File: src/rtl/regfile_exec_unit.sv
// ============================================================================
// Module   : regfile_exec_unit
// Purpose  : Execute/write-back stage for the 8x32 register file. It reads two
//            operands, runs an ALU op or an iterative multiply, and writes the
//            result back through the file's write port.
// Option   : REGFILE_EXEC_MUL_EN enables the shift-add multiply path (op=111).
// Revision : 1.0 - initial release
// ============================================================================
`timescale 1ns/1ps
`default_nettype none

module regfile_exec_unit #(
  parameter int WIDTH     = 32,
  parameter int AW        = 3,
  parameter int MUL_CNT_W = 6
) (
  input  logic             m_clock,
  input  logic             p_reset,
  input  logic             start,
  input  logic [2:0]       op,
  input  logic [AW-1:0]    rd,
  input  logic [AW-1:0]    rs1,
  input  logic [AW-1:0]    rs2,
  output logic             busy,
  output logic             done,
  output logic [WIDTH-1:0] result,
  output logic             read_a,
  output logic [AW-1:0]    a_addr,
  output logic             read_b,
  output logic [AW-1:0]    b_addr,
  input  logic [WIDTH-1:0] a,
  input  logic [WIDTH-1:0] b,
  output logic             write,
  output logic [AW-1:0]    in_addr,
  output logic [WIDTH-1:0] in
);

  localparam logic [2:0] OP_ADD = 3'b000;
  localparam logic [2:0] OP_SUB = 3'b001;
  localparam logic [2:0] OP_AND = 3'b010;
  localparam logic [2:0] OP_OR  = 3'b011;
  localparam logic [2:0] OP_XOR = 3'b100;
  localparam logic [2:0] OP_SLL = 3'b101;
  localparam logic [2:0] OP_SRL = 3'b110;
  localparam logic [2:0] OP_MUL = 3'b111;

  if (MUL_CNT_W < $clog2(WIDTH) + 1) begin : g_cnt_w_check
    $error("MUL_CNT_W too narrow for WIDTH");
  end

`ifdef REGFILE_EXEC_MUL_EN
  typedef enum logic [2:0] {IDLE, READ, EXEC, MUL, WB} state_t;
  localparam logic [MUL_CNT_W-1:0] MUL_LAST = MUL_CNT_W'(WIDTH - 1);
  logic [MUL_CNT_W-1:0] cnt;
  logic [WIDTH-1:0]     mul_sum;
`else
  typedef enum logic [2:0] {IDLE, READ, EXEC, WB} state_t;
`endif

  state_t           state;
  logic [2:0]       op_q;
  logic [AW-1:0]    rd_q;
  logic [WIDTH-1:0] opa;
  logic [WIDTH-1:0] opb;
  logic [WIDTH-1:0] acc;
  logic [WIDTH-1:0] alu;

  always_comb begin
    alu = '0;
    case (op_q)
      OP_ADD:  alu = opa + opb;
      OP_SUB:  alu = opa - opb;
      OP_AND:  alu = opa & opb;
      OP_OR:   alu = opa | opb;
      OP_XOR:  alu = opa ^ opb;
      OP_SLL:  alu = opa << opb[4:0];
      OP_SRL:  alu = opa >> opb[4:0];
      default: alu = '0;
    endcase
  end

`ifdef REGFILE_EXEC_MUL_EN
  // opa is the shifting multiplicand, opb the shifting multiplier
  assign mul_sum = acc + (opb[0] ? opa : '0);
`endif

  // Outputs are registered: each is set on the edge entering its state.
  always_ff @(posedge m_clock or posedge p_reset) begin
    if (p_reset) begin
      state   <= IDLE;
      op_q    <= '0;
      rd_q    <= '0;
      opa     <= '0;
      opb     <= '0;
      acc     <= '0;
      busy    <= 1'b0;
      done    <= 1'b0;
      result  <= '0;
      read_a  <= 1'b0;
      a_addr  <= '0;
      read_b  <= 1'b0;
      b_addr  <= '0;
      write   <= 1'b0;
      in_addr <= '0;
      in      <= '0;
`ifdef REGFILE_EXEC_MUL_EN
      cnt     <= '0;
`endif
    end else begin
      done <= 1'b0;
      case (state)
        IDLE: begin
          if (start) begin
            op_q   <= op;
            rd_q   <= rd;
            read_a <= 1'b1;
            a_addr <= rs1;
            read_b <= 1'b1;
            b_addr <= rs2;
            busy   <= 1'b1;
            state  <= READ;
          end
        end
        READ: begin
          read_a <= 1'b0;
          read_b <= 1'b0;
          a_addr <= '0;
          b_addr <= '0;
          opa    <= a;
          opb    <= b;
          if (op_q == OP_MUL) begin
`ifdef REGFILE_EXEC_MUL_EN
            acc   <= '0;
            cnt   <= '0;
            state <= MUL;
`else
            done  <= 1'b1;
            state <= EXEC;
`endif
          end else begin
            state <= EXEC;
          end
        end
        EXEC: begin
          if (op_q == OP_MUL) begin
            // Multiply not built: completion already flagged, nothing to write
            busy  <= 1'b0;
            state <= IDLE;
          end else begin
            acc     <= alu;
            write   <= 1'b1;
            in_addr <= rd_q;
            in      <= alu;
            done    <= 1'b1;
            state   <= WB;
          end
        end
`ifdef REGFILE_EXEC_MUL_EN
        MUL: begin
          acc <= mul_sum;
          opa <= opa << 1;
          opb <= opb >> 1;
          cnt <= cnt + 1'b1;
          if (cnt == MUL_LAST) begin
            write   <= 1'b1;
            in_addr <= rd_q;
            in      <= mul_sum;
            done    <= 1'b1;
            state   <= WB;
          end
        end
`endif
        WB: begin
          write   <= 1'b0;
          in_addr <= '0;
          in      <= '0;
          result  <= acc;
          busy    <= 1'b0;
          state   <= IDLE;
        end
        default: state <= IDLE;
      endcase
    end
  end

endmodule

`default_nettype wire
File: config.mk
export PLATFORM = sky130hd
export DESIGN_NAME = regfile_exec_unit
export DESIGN_NICKNAME = d
export VERILOG_FILES = /design/src/rtl/regfile_exec_unit.sv
export SDC_FILE = /design/constraint.sdc
export NUM_CORES = 1
export LEC_CHECK = 0
export ABC_AREA = 1
export ABC_CLOCK_PERIOD_IN_PS = 14400
export BUFFER_PORTS_ARGS = -buffer_cell sky130_fd_sc_hd__buf_2
export CORE_UTILIZATION = 40
export CTS_BUF_LIST = sky130_fd_sc_hd__clkbuf_8
export CTS_CLUSTER_SIZE = 14
export DETAILED_ROUTE_END_ITERATION = 8
export SYNTH_ARGS = -nofsm -noshare
export SYNTH_HDL_FRONTEND = slang
export SYNTH_SLANG_ARGS = --single-unit
export TNS_END_PERCENT = 100
File: constraint.sdc
create_clock -name m_clock -period 14.4 [get_ports m_clock]
set_clock_uncertainty 0.2 [all_clocks]
set_input_delay 2.16 -clock m_clock [delete_from_list [all_inputs] [get_ports m_clock]]
set_output_delay 2.16 -clock m_clock [all_outputs]
set_load 0.01 [all_outputs]
# Word level (Yosys, flattened, before mapping)
# Cells that the tools add are included.
# Widths: inputs -> output; s select.
[word_totals] ff_bits=182 out_inout_bits=78 in_bits=79 wordCells=67
[classes] bitwise=4 shift=2 n_addsub=2 n_eq_ne=13 reduce_logical=10 n_mux=21
[op_table] operator="$pmux 32 s7" n=1
[op_table] operator="$pmux 32 s2" n=1
[op_table] operator="$add 32x32->32" n=1
[op_table] operator="$and 32x32->32" n=1
[op_table] operator="$mux 32" n=1
[op_table] operator="$or 32x32->32" n=1
[op_table] operator="$shl 32x5->32" n=1
[op_table] operator="$shr 32x5->32" n=1
[op_table] operator="$sub 32x32->32" n=1
[op_table] operator="$xor 32x32->32" n=1
[op_table] operator="$pmux 3 s2" n=3
[op_table] operator="$eq 3x2->1 const B" n=4
[op_table] operator="$eq 3x3->1 const B" n=4
[op_table] operator="$mux 3" n=4
[op_table] operator="$pmux 3 s3" n=1
[op_table] operator="$reduce_and 2->1" n=4
[op_table] operator="$eq 3x1->1 const B" n=2
[op_table] operator="$logic_not 3->1" n=2
[op_table] operator="$ne 2x2->1 const B" n=3
[op_table] operator="$pmux 1 s2" n=3
[op_table] operator="$mux 1" n=5
[op_table] operator="$reduce_bool 2->1" n=2
[op_table] operator="$pmux 1 s3" n=1
[op_table] operator="$reduce_and 3->1" n=1
[op_table] operator="other kinds (3)" n=3

# Longest topological paths before layout
# Gate-level depths: netlist of the first run.
[depth] word_depth=4 ltp_mapped=28 ltp_nobuf=26

# Least setup slack after synthesis of the first run
# OpenSTA, ideal clock, no wires.
[synth_path] path_kind="flip-flop to flip-flop" start="register opb[1]" end="register acc[27]" stages_incl_launch_ff=23 n_path_buf=2 required_ns=14.081 arrival_time_ns=3.039 slack_ns=11.042 path_cell_list="dfrtp_1 > inv_2 > buf_6 > buf_2 > ha_1 > nand2_1 > nor2_1 > nand2_1 > o21ai_2 > o21ai_2 > a21oi_2 > nand2_1 > xor2_1 > ha_1 > a21oi_1 > nand2_1 > o21bai_1 > nor2_1 > nand3_1 > nand3_1 > nand2_1 > nand2_1 > nand2_1"
[synth_via] elab_chain_cells=2
[synth_lines] element="from (decl)" line_no="64" source="logic [WIDTH-1:0] opb;"
[synth_lines] element="from (signal assigned)" line_no="94" source="opb <= '0;"
[synth_lines] element="from (signal assigned)" line_no="130" source="opb <= b;"
[synth_lines] element="$sub 32x32->32, or another cell as far along" line_no="72" source="OP_SUB: alu = opa - opb;"
[synth_lines] element="$pmux 32 s7 (*)" line_no="70" source="case (op_q)"
[synth_lines] element="to (signal assigned)" line_no="150" source="acc <= alu;"
[synth_lines] element="to (decl)" line_no="65" source="logic [WIDTH-1:0] acc;"
# Mark *: on every way between the ends. The rest lies on a longest branch, timed or not.
# A chain may end at the register's enable or synchronous reset.

# Worst setup path in the final report of the first run
[layout_path] start="register opb[1]" end="register in[31]"
[layout_via] elab_chain_cells=4
[layout_lines] element="$sub 32x32->32, or another cell as far along" line_no="72"
[layout_lines] element="$pmux 32 s7 (*)" line_no="70"
[layout_lines] element="$mux 32 (*)" line_no="145" source="if (op_q == OP_MUL) begin"
[layout_lines] element="$pmux 32 s2 (*)" line_no="111" source="case (state)"
[layout_lines] element="to (signal assigned)" line_no="153" source="in <= alu;"
[layout_lines] element="to (decl)" line_no="35" source="output logic [WIDTH-1:0] in"
# Mark *: on every way between the ends. The rest lies on a longest branch, timed or not. The select of a mux whose other input is x is not followed.

==> impl_metrics.yaml, run 1 <==
worst_setup_path:
  crit_type: "reg -> reg"
  crit_fanout: 58
  reg2reg_depth: 23
  cp-end-kind: "register"
  start_kind: "register"
  cp.arrival_ps: 5230
  cp.required_ps: 14600
global_routing:
  grt_pass1_wl_mm: 84.4
  grt_start_max_net_pins: 106
  gr-total-overflow: 0
  grt_usage: 0.305
  grt_pass1_vias: 14200
  antenna_found_initial: 0
clock_network:
  clk_pin_slew_worst_paths_ps: 110
  htreeDepth: 4
  cts_tree: "yes"
  cts_setup_buffers: 0
  cts_sinks: 181
  insertion_delay_ps: 520
  ctsResizeCount: 0
  holdBufCountCts: 0
  ctsRootBufferMaster: "clkbuf_8"
  cts_max_path_buffers: 2
  cts_made_buffers: 17
route:
  routed_wirelength_mm: 56.3
  drc_errors: 12
  firstDrtPassIters: 9
  wl_per_cell_microns: 19.9
  ant_nets: 0
  dr_total_vias: 15500
  first_iter_violations: 1630
  routed_via_density: 5.47
worst_hold_path:
  holdCritPathClass: "reg -> reg"
  min_path_cells: 2
logic_synthesis:
  yosys_most_used_dff: "dfrtp_1"
  syn_area_per_cell_sq_um: 6.47
  syn_nets: 2433
  synth-seq-cells: 181
  ys_seq_area_frac: 0.310
  synthCells: 2256
  syn_area_sq_um: 14600
  synth_edf_count: 0
  ys_top_cells_by_area: "dfrtp_1 (31%), nand2_1 (22%), nand3_1 (11%)"
  yosysTopAreaCell: "dfrtp_1"
  ys_types: 46
  yosys_warnings: 0
  synth_top_area_share: 0.310
  ys_async_sr_fraction: 1.00
timing:
  post-route-period-util: 0.350
  final_hold_viol_count: 0
  max-slew-margin-rel: 0.231
  setup_viol: 0
  drv_slew: 0
  fin_crit_ps: 5030
  tightestPinTransition_ps: 1150
  fmax_mhz: 199
  rsz0062_at_grt: "false"
  finalSetupTns_ps: 0
placement:
  routabilityCongestion: 1.03
  io_buffer_count: 156
  hpwlAfterDp_mm: 42.9
floorplanning:
  die_w_microns: 193
  design.core.area_sq_um: 35700
  die_area_sq_um: 37200
  die_y_microns: 193
  rows: 69
  initial_utilization: 0.408
  io_pins: 157
layout:
  finalNetCount: 2527
  syn2layout_area_growth_pct: 9.31
  num_antenna_cells: 0
  drive_above_1_share: 0.103
run_status:
  violations: "DRC"
  status: "finished with violations"
run:
  drv_cap: 0
-- critical path, stage by stage, from the launching register on --
cell	delay, ps
dfrtp_2	400
buf_4	320
inv_2	860
ha_1	320
nand2_1	90
nor2_1	190
nand2_1	140
nor2_1	220
nand4_1	180
nand2_1	110
xor2_1	280
ha_1	390
nand2_1	110
nand2_1	120
a21oi_1	210
nand2_1	100
nand2_1	70
nand2_1	60
a21oi_1	130
nand2_1	60
nand3_1	60
nand2_1	100
nand2_1	110
nand2_1	60
-- per-stage QoR --
| step | cell area [sq um] | utilization | setup slack [ps] | cells | hold WS (ps) |
|---|---|---|---|---|---|
| finish | 16000 | 0.446 | 9370 | 2824 | 277 |
| global route | 16000 | 0.446 | 8900 | 2824 | 296 |
| CTS | 16000 | 0.446 | 9440 | 2824 | 279 |
| detailed placement | 15600 | 0.435 | 9470 | 2792 | 256 |
| global placement | 15600 | 0.435 | 9480 | 2792 | 254 |
| floorplan | 14600 | - | 7120 | 2256 | 242 |
-- area by class of cell --
type                       instances  area, sq um
clock inverter                    14          151
multi-input combinational       1762         8720
clock buffer                      18          248
fill                            3873        19800
inverter                         217          830
sequential                       181         4530
tap                              461          577
timing repair buffer             171          893
-- synthesized netlist by cell type, drive strengths merged (3+ instances only) --
library cell    n
nand2         880
nand3         324
inv           212
dfrtp         181
o21ai         138
nor2          128
ha             97
a21oi          74
buf            62
clkbuf         34
xor2           30
and2           13
nand3b         13
o211ai         13
a221oi          9
nand4           8
nor3            6
clkinv          5
a211oi          4
a31oi           3
o2111ai         3
o21bai          3
o31ai           3
-- cell usage in the layout, fill, tap and decap left out, types with 5 or more instances in the layout --
cell type  synthesis  routed
dfrtp_1          181     180
nand3_1          323     323
buf_4              5      15
a21oi_1           72      72
o21ai_0          106     106
a221oi_1           9       9
inv_1            199     199
nand4_1            8       8
ha_1              97      97
nand3b_1          13      13
o211ai_1          13      13
nor2_1           122     120
nor2_4             4       5
clkbuf_8           0      18
nand2_1          874     874
clkinv_1           5       5
xor2_1            30      30
o21ai_1           28      28
nor3_1             5       5
inv_2             12      13
nand2_2            6       6
and2_1            12      12
buf_2             36     156
-- final timing paths --
check                                    start                      to  slack [ps]
max                         opb[1]$_DFFE_PP0P_      in[31]$_DFFE_PP0P_        9370
min                        acc[18]$_DFFE_PP0P_  result[18]$_DFFE_PP0P_         280
max reg2reg                 opb[1]$_DFFE_PP0P_      in[31]$_DFFE_PP0P_        9370
min reg2reg                acc[18]$_DFFE_PP0P_  result[18]$_DFFE_PP0P_         280
max in group asynchronous              p_reset      opb[1]$_DFFE_PP0P_       10940
min in group asynchronous              p_reset  result[26]$_DFFE_PP0P_        1560
-- sequential cells by signal (all words and copies together), names as in the netlist --
| signal | flops |
|---|---|
| result | 32 |
| state | 2 |
| write | 1 |
| rd_q | 3 |
| in_addr | 3 |
| busy | 1 |
| in | 32 |
| acc | 32 |
| a_addr | 3 |
| done | 1 |
| op_q | 3 |
| opb | 32 |
| read_b | 1 |
| opa | 32 |
| b_addr | 3 |
-- per-layer routing --
layer  global-route usage  part of all wire
met3               0.0610             0.087
met2                0.455              0.42
met1                0.427              0.45
met5                    0                 0
met4                0.130             0.040
-- kinds of logic after synthesis --
group / Yosys count / synth area share
xor+xnor: 31 / 0.0186
flops: 181 / 0.310
mux: 2 / 0.00137
fa+ha+maj: 98 / 0.0845
compound gates: 256 / 0.0983
buf+inv: 313 / 0.0926
simple gates: 1375 / 0.394
Power of run 1 is not shown: default switching activity piles up to over one toggle a cycle in this logic, so the estimate is an artifact.
==> inputs of run 2 (changes only) <==
--- a/config.mk
+++ b/config.mk
@@ -5,8 +5,8 @@
 export SDC_FILE = /design/constraint.sdc
 export NUM_CORES = 1
 export LEC_CHECK = 0
-export ABC_AREA = 1
-export ABC_CLOCK_PERIOD_IN_PS = 14400
+export ABC_AREA = 0
+export ABC_CLOCK_PERIOD_IN_PS = 5000
 export BUFFER_PORTS_ARGS = -buffer_cell sky130_fd_sc_hd__buf_2
 export CORE_UTILIZATION = 40
 export CTS_BUF_LIST = sky130_fd_sc_hd__clkbuf_8
==> constraint.sdc (replaced) <==
create_clock -name m_clock -period 5 [get_ports m_clock]
set_clock_uncertainty 0.2 [all_clocks]
set_input_delay 0.75 -clock m_clock [delete_from_list [all_inputs] [get_ports m_clock]]
set_output_delay 0.75 -clock m_clock [all_outputs]
set_load 0.01 [all_outputs]
==> run 2 against run 1 <==
Against the previous run: the run now ends clean; sequential cell count stayed put; first-iteration DRC count is 18% lower; final area is 1.7% lower; setup slack worse by 8900 ps; via count is 14% lower; core utilization is 0.87 points higher; clock-buffer cell count stayed put.
==> impl_metrics.yaml, run 2 <==
clock_network:
  cts_made_buffers: 17
  cts_sinks: 181
  clk_pin_slew_worst_paths_ps: 110
  insertion_delay_ps: 520
  ctsRootBufferMaster: "clkbuf_8"
  cts_max_path_buffers: 2
  cts_tree: "yes"
  htreeDepth: 4
timing:
  worst_slack_ps: 422
  final_hold_viol_count: 0
  fmax_mhz: 218
  post-route-period-util: 0.916
  drv_slew: 0
  fin_crit_ps: 4580
  setup_viol: 0
  max-slew-margin-rel: 0.104
  tightestPinTransition_ps: 1310
placement:
  hpwlAfterDp_mm: 39.5
  post-place-ws_ps: 392
  io_buffer_count: 156
  routabilityCongestion: 1.04
  dp.cells: 2191
  place_area_sq_um: 15300
run:
  drv_cap: 0
layout:
  multi_input_area_sq_um: 8720
  num_antenna_cells: 0
  final_cell_mix: "nand2_1 (221), dfrtp_1 (178), o21ai_0 (172)"
  syn2layout_area_growth_pct: 12.1
  fin_area_sq_um: 15700
  layout_commonest_cell: "nand2_1"
  seq_area_sq_um: 4540
  layoutNonFillerInstCount: 2224
  drive_above_1_share: 0.181
  fill_cells: 3517
  finalNetCount: 1933
global_routing:
  grt_pass1_vias: 12700
  gr-total-overflow: 0
  grt_pass1_wl_mm: 79.1
  grt_usage: 0.293
  antenna_found_initial: 2
  grt_start_max_net_pins: 129
route:
  routed_wirelength_mm: 51.6
  first_iter_violations: 1331
  dr_total_vias: 13300
  drc_errors: 0
  firstDrtPassIters: 5
  wl_per_cell_microns: 23.2
  routed_via_density: 5.97
  ant_nets: 0
logic_synthesis:
  syn_area_per_cell_sq_um: 8.48
  synth-seq-cells: 181
  syn_nets: 1827
  yosysTopAreaCell: "dfrtp_1"
  yosys_most_used_dff: "dfrtp_1"
  synthCells: 1650
  ys_types: 72
  yosys_warnings: 0
  synth_edf_count: 0
  syn_area_sq_um: 14000
  synth_top_area_share: 0.324
  synth_most_common_cell: "nand2_1"
  ys_top_cells_by_count: "nand2_1 (222), dfrtp_1 (181), o21ai_0 (172)"
  ys_top_cells_by_area: "dfrtp_1 (32%), ha_1 (8.7%), o21ai_0 (6.2%)"
  ys_seq_area_frac: 0.324
  ys_async_sr_fraction: 1.00
worst_setup_path:
  cp_slowest_cell: "dfrtp_1"
  cp-end-kind: "register"
  cp.arrival_ps: 4800
  start_kind: "register"
  crit_fanout: 9
  crit_chain: "inv_1 -> nand3_1 -> or3_1 -> nor2_1 -> nand2_1 -> nor4b_2 -> a31oi_1 -> xnor2_1 -> ha_1 -> a21oi_1 -> o21ai_0 -> nand2_1 -> o21ai_0 -> a221o_1 -> a211oi_1 -> a31oi_1 -> a21o_1"
  cp.required_ps: 5230
  crit_type: "reg -> reg"
  worst-path-buf-inv: 1
  crit_family: "compound AO/OA/AOI/OAI gates"
  cpPeakStageDelay_ps: 420
floorplanning:
  initial_utilization: 0.406
  die_area_sq_um: 35700
  rows: 68
  die_y_microns: 189
  io_pins: 157
  design.core.area_sq_um: 34500
  die_w_microns: 189
run_status:
  status: "finished clean"
worst_hold_path:
  holdCritPathClass: "in -> reg"
-- run 2: final timing paths --
check	start	to	slack, ps	cells after the start
setup / recovery	opb[11]$_DFFE_PP0P_	acc[29]$_DFFE_PP0P_	420	17
hold / removal	rd[2]	rd_q[2]$_DFFE_PP0P_	210	3
setup reg to reg	opb[11]$_DFFE_PP0P_	acc[29]$_DFFE_PP0P_	420	17
hold reg to reg	acc[16]$_DFFE_PP0P_	acc[16]$_DFFE_PP0P_	280	2
max in group asynchronous	p_reset	opa[28]$_DFFE_PP0P_	3100	4
min in group asynchronous	p_reset	opa[0]$_DFFE_PP0P_	540	3
-- run 2: routing by layer --
layer	up-vias	GRT usage	routed length, microns
met5	-	0	27
met1	6459	0.437	23800
met4	4	0.104	1530
li1	6133	-	-
met2	610	0.428	22100
met3	82	0.0423	4160
-- run 2: metrics by stage --
stage	hold WS [ps]	utilization	TNS [ps]
floorplan	235	-	0
global placement	257	0.443	0
detailed placement	264	0.443	0
CTS	187	0.455	0
global route	205	0.455	-1.57
finish	210	0.455	0
-- run 2: worst min-delay path, cell delays in order --
cell and delay, ps:
buf_2 70, nand2_1 40, nand2_1 50
-- run 2: final cells by class --
type	count	area share
clock inverters	14	0.0102
inverters	77	0.0187
clock buffers	18	0.0158
well taps	455	0.0363
flip-flops and latches	181	0.289
multi-input cells	1278	0.556
repair buffers	201	0.0739
-- run 2: cell families (layout without fill, tap and decap cells) --
family	count (synthesis)	count (layout)	synth area share
buffers and inverters	191	310	0.0559
AO/OA/AOI/OAI	546	546	0.243
multiplexers	129	129	0.116
XOR/XNOR	49	49	0.0307
AND/OR/NAND/NOR	456	456	0.142
flip-flops	181	181	0.324
adder cells (fa/ha/maj)	98	98	0.0882
-- run 2: what timing repair did --
item | in CTS | in global routing
endpoints found under the setup margin | 0 | 2
hold endpoints to repair | 7 | 0
hold buffers | 1 | 0
setup buffers | 0 | 0
resized for setup | 0 | 2
Power of run 2 is left out for the same reason.
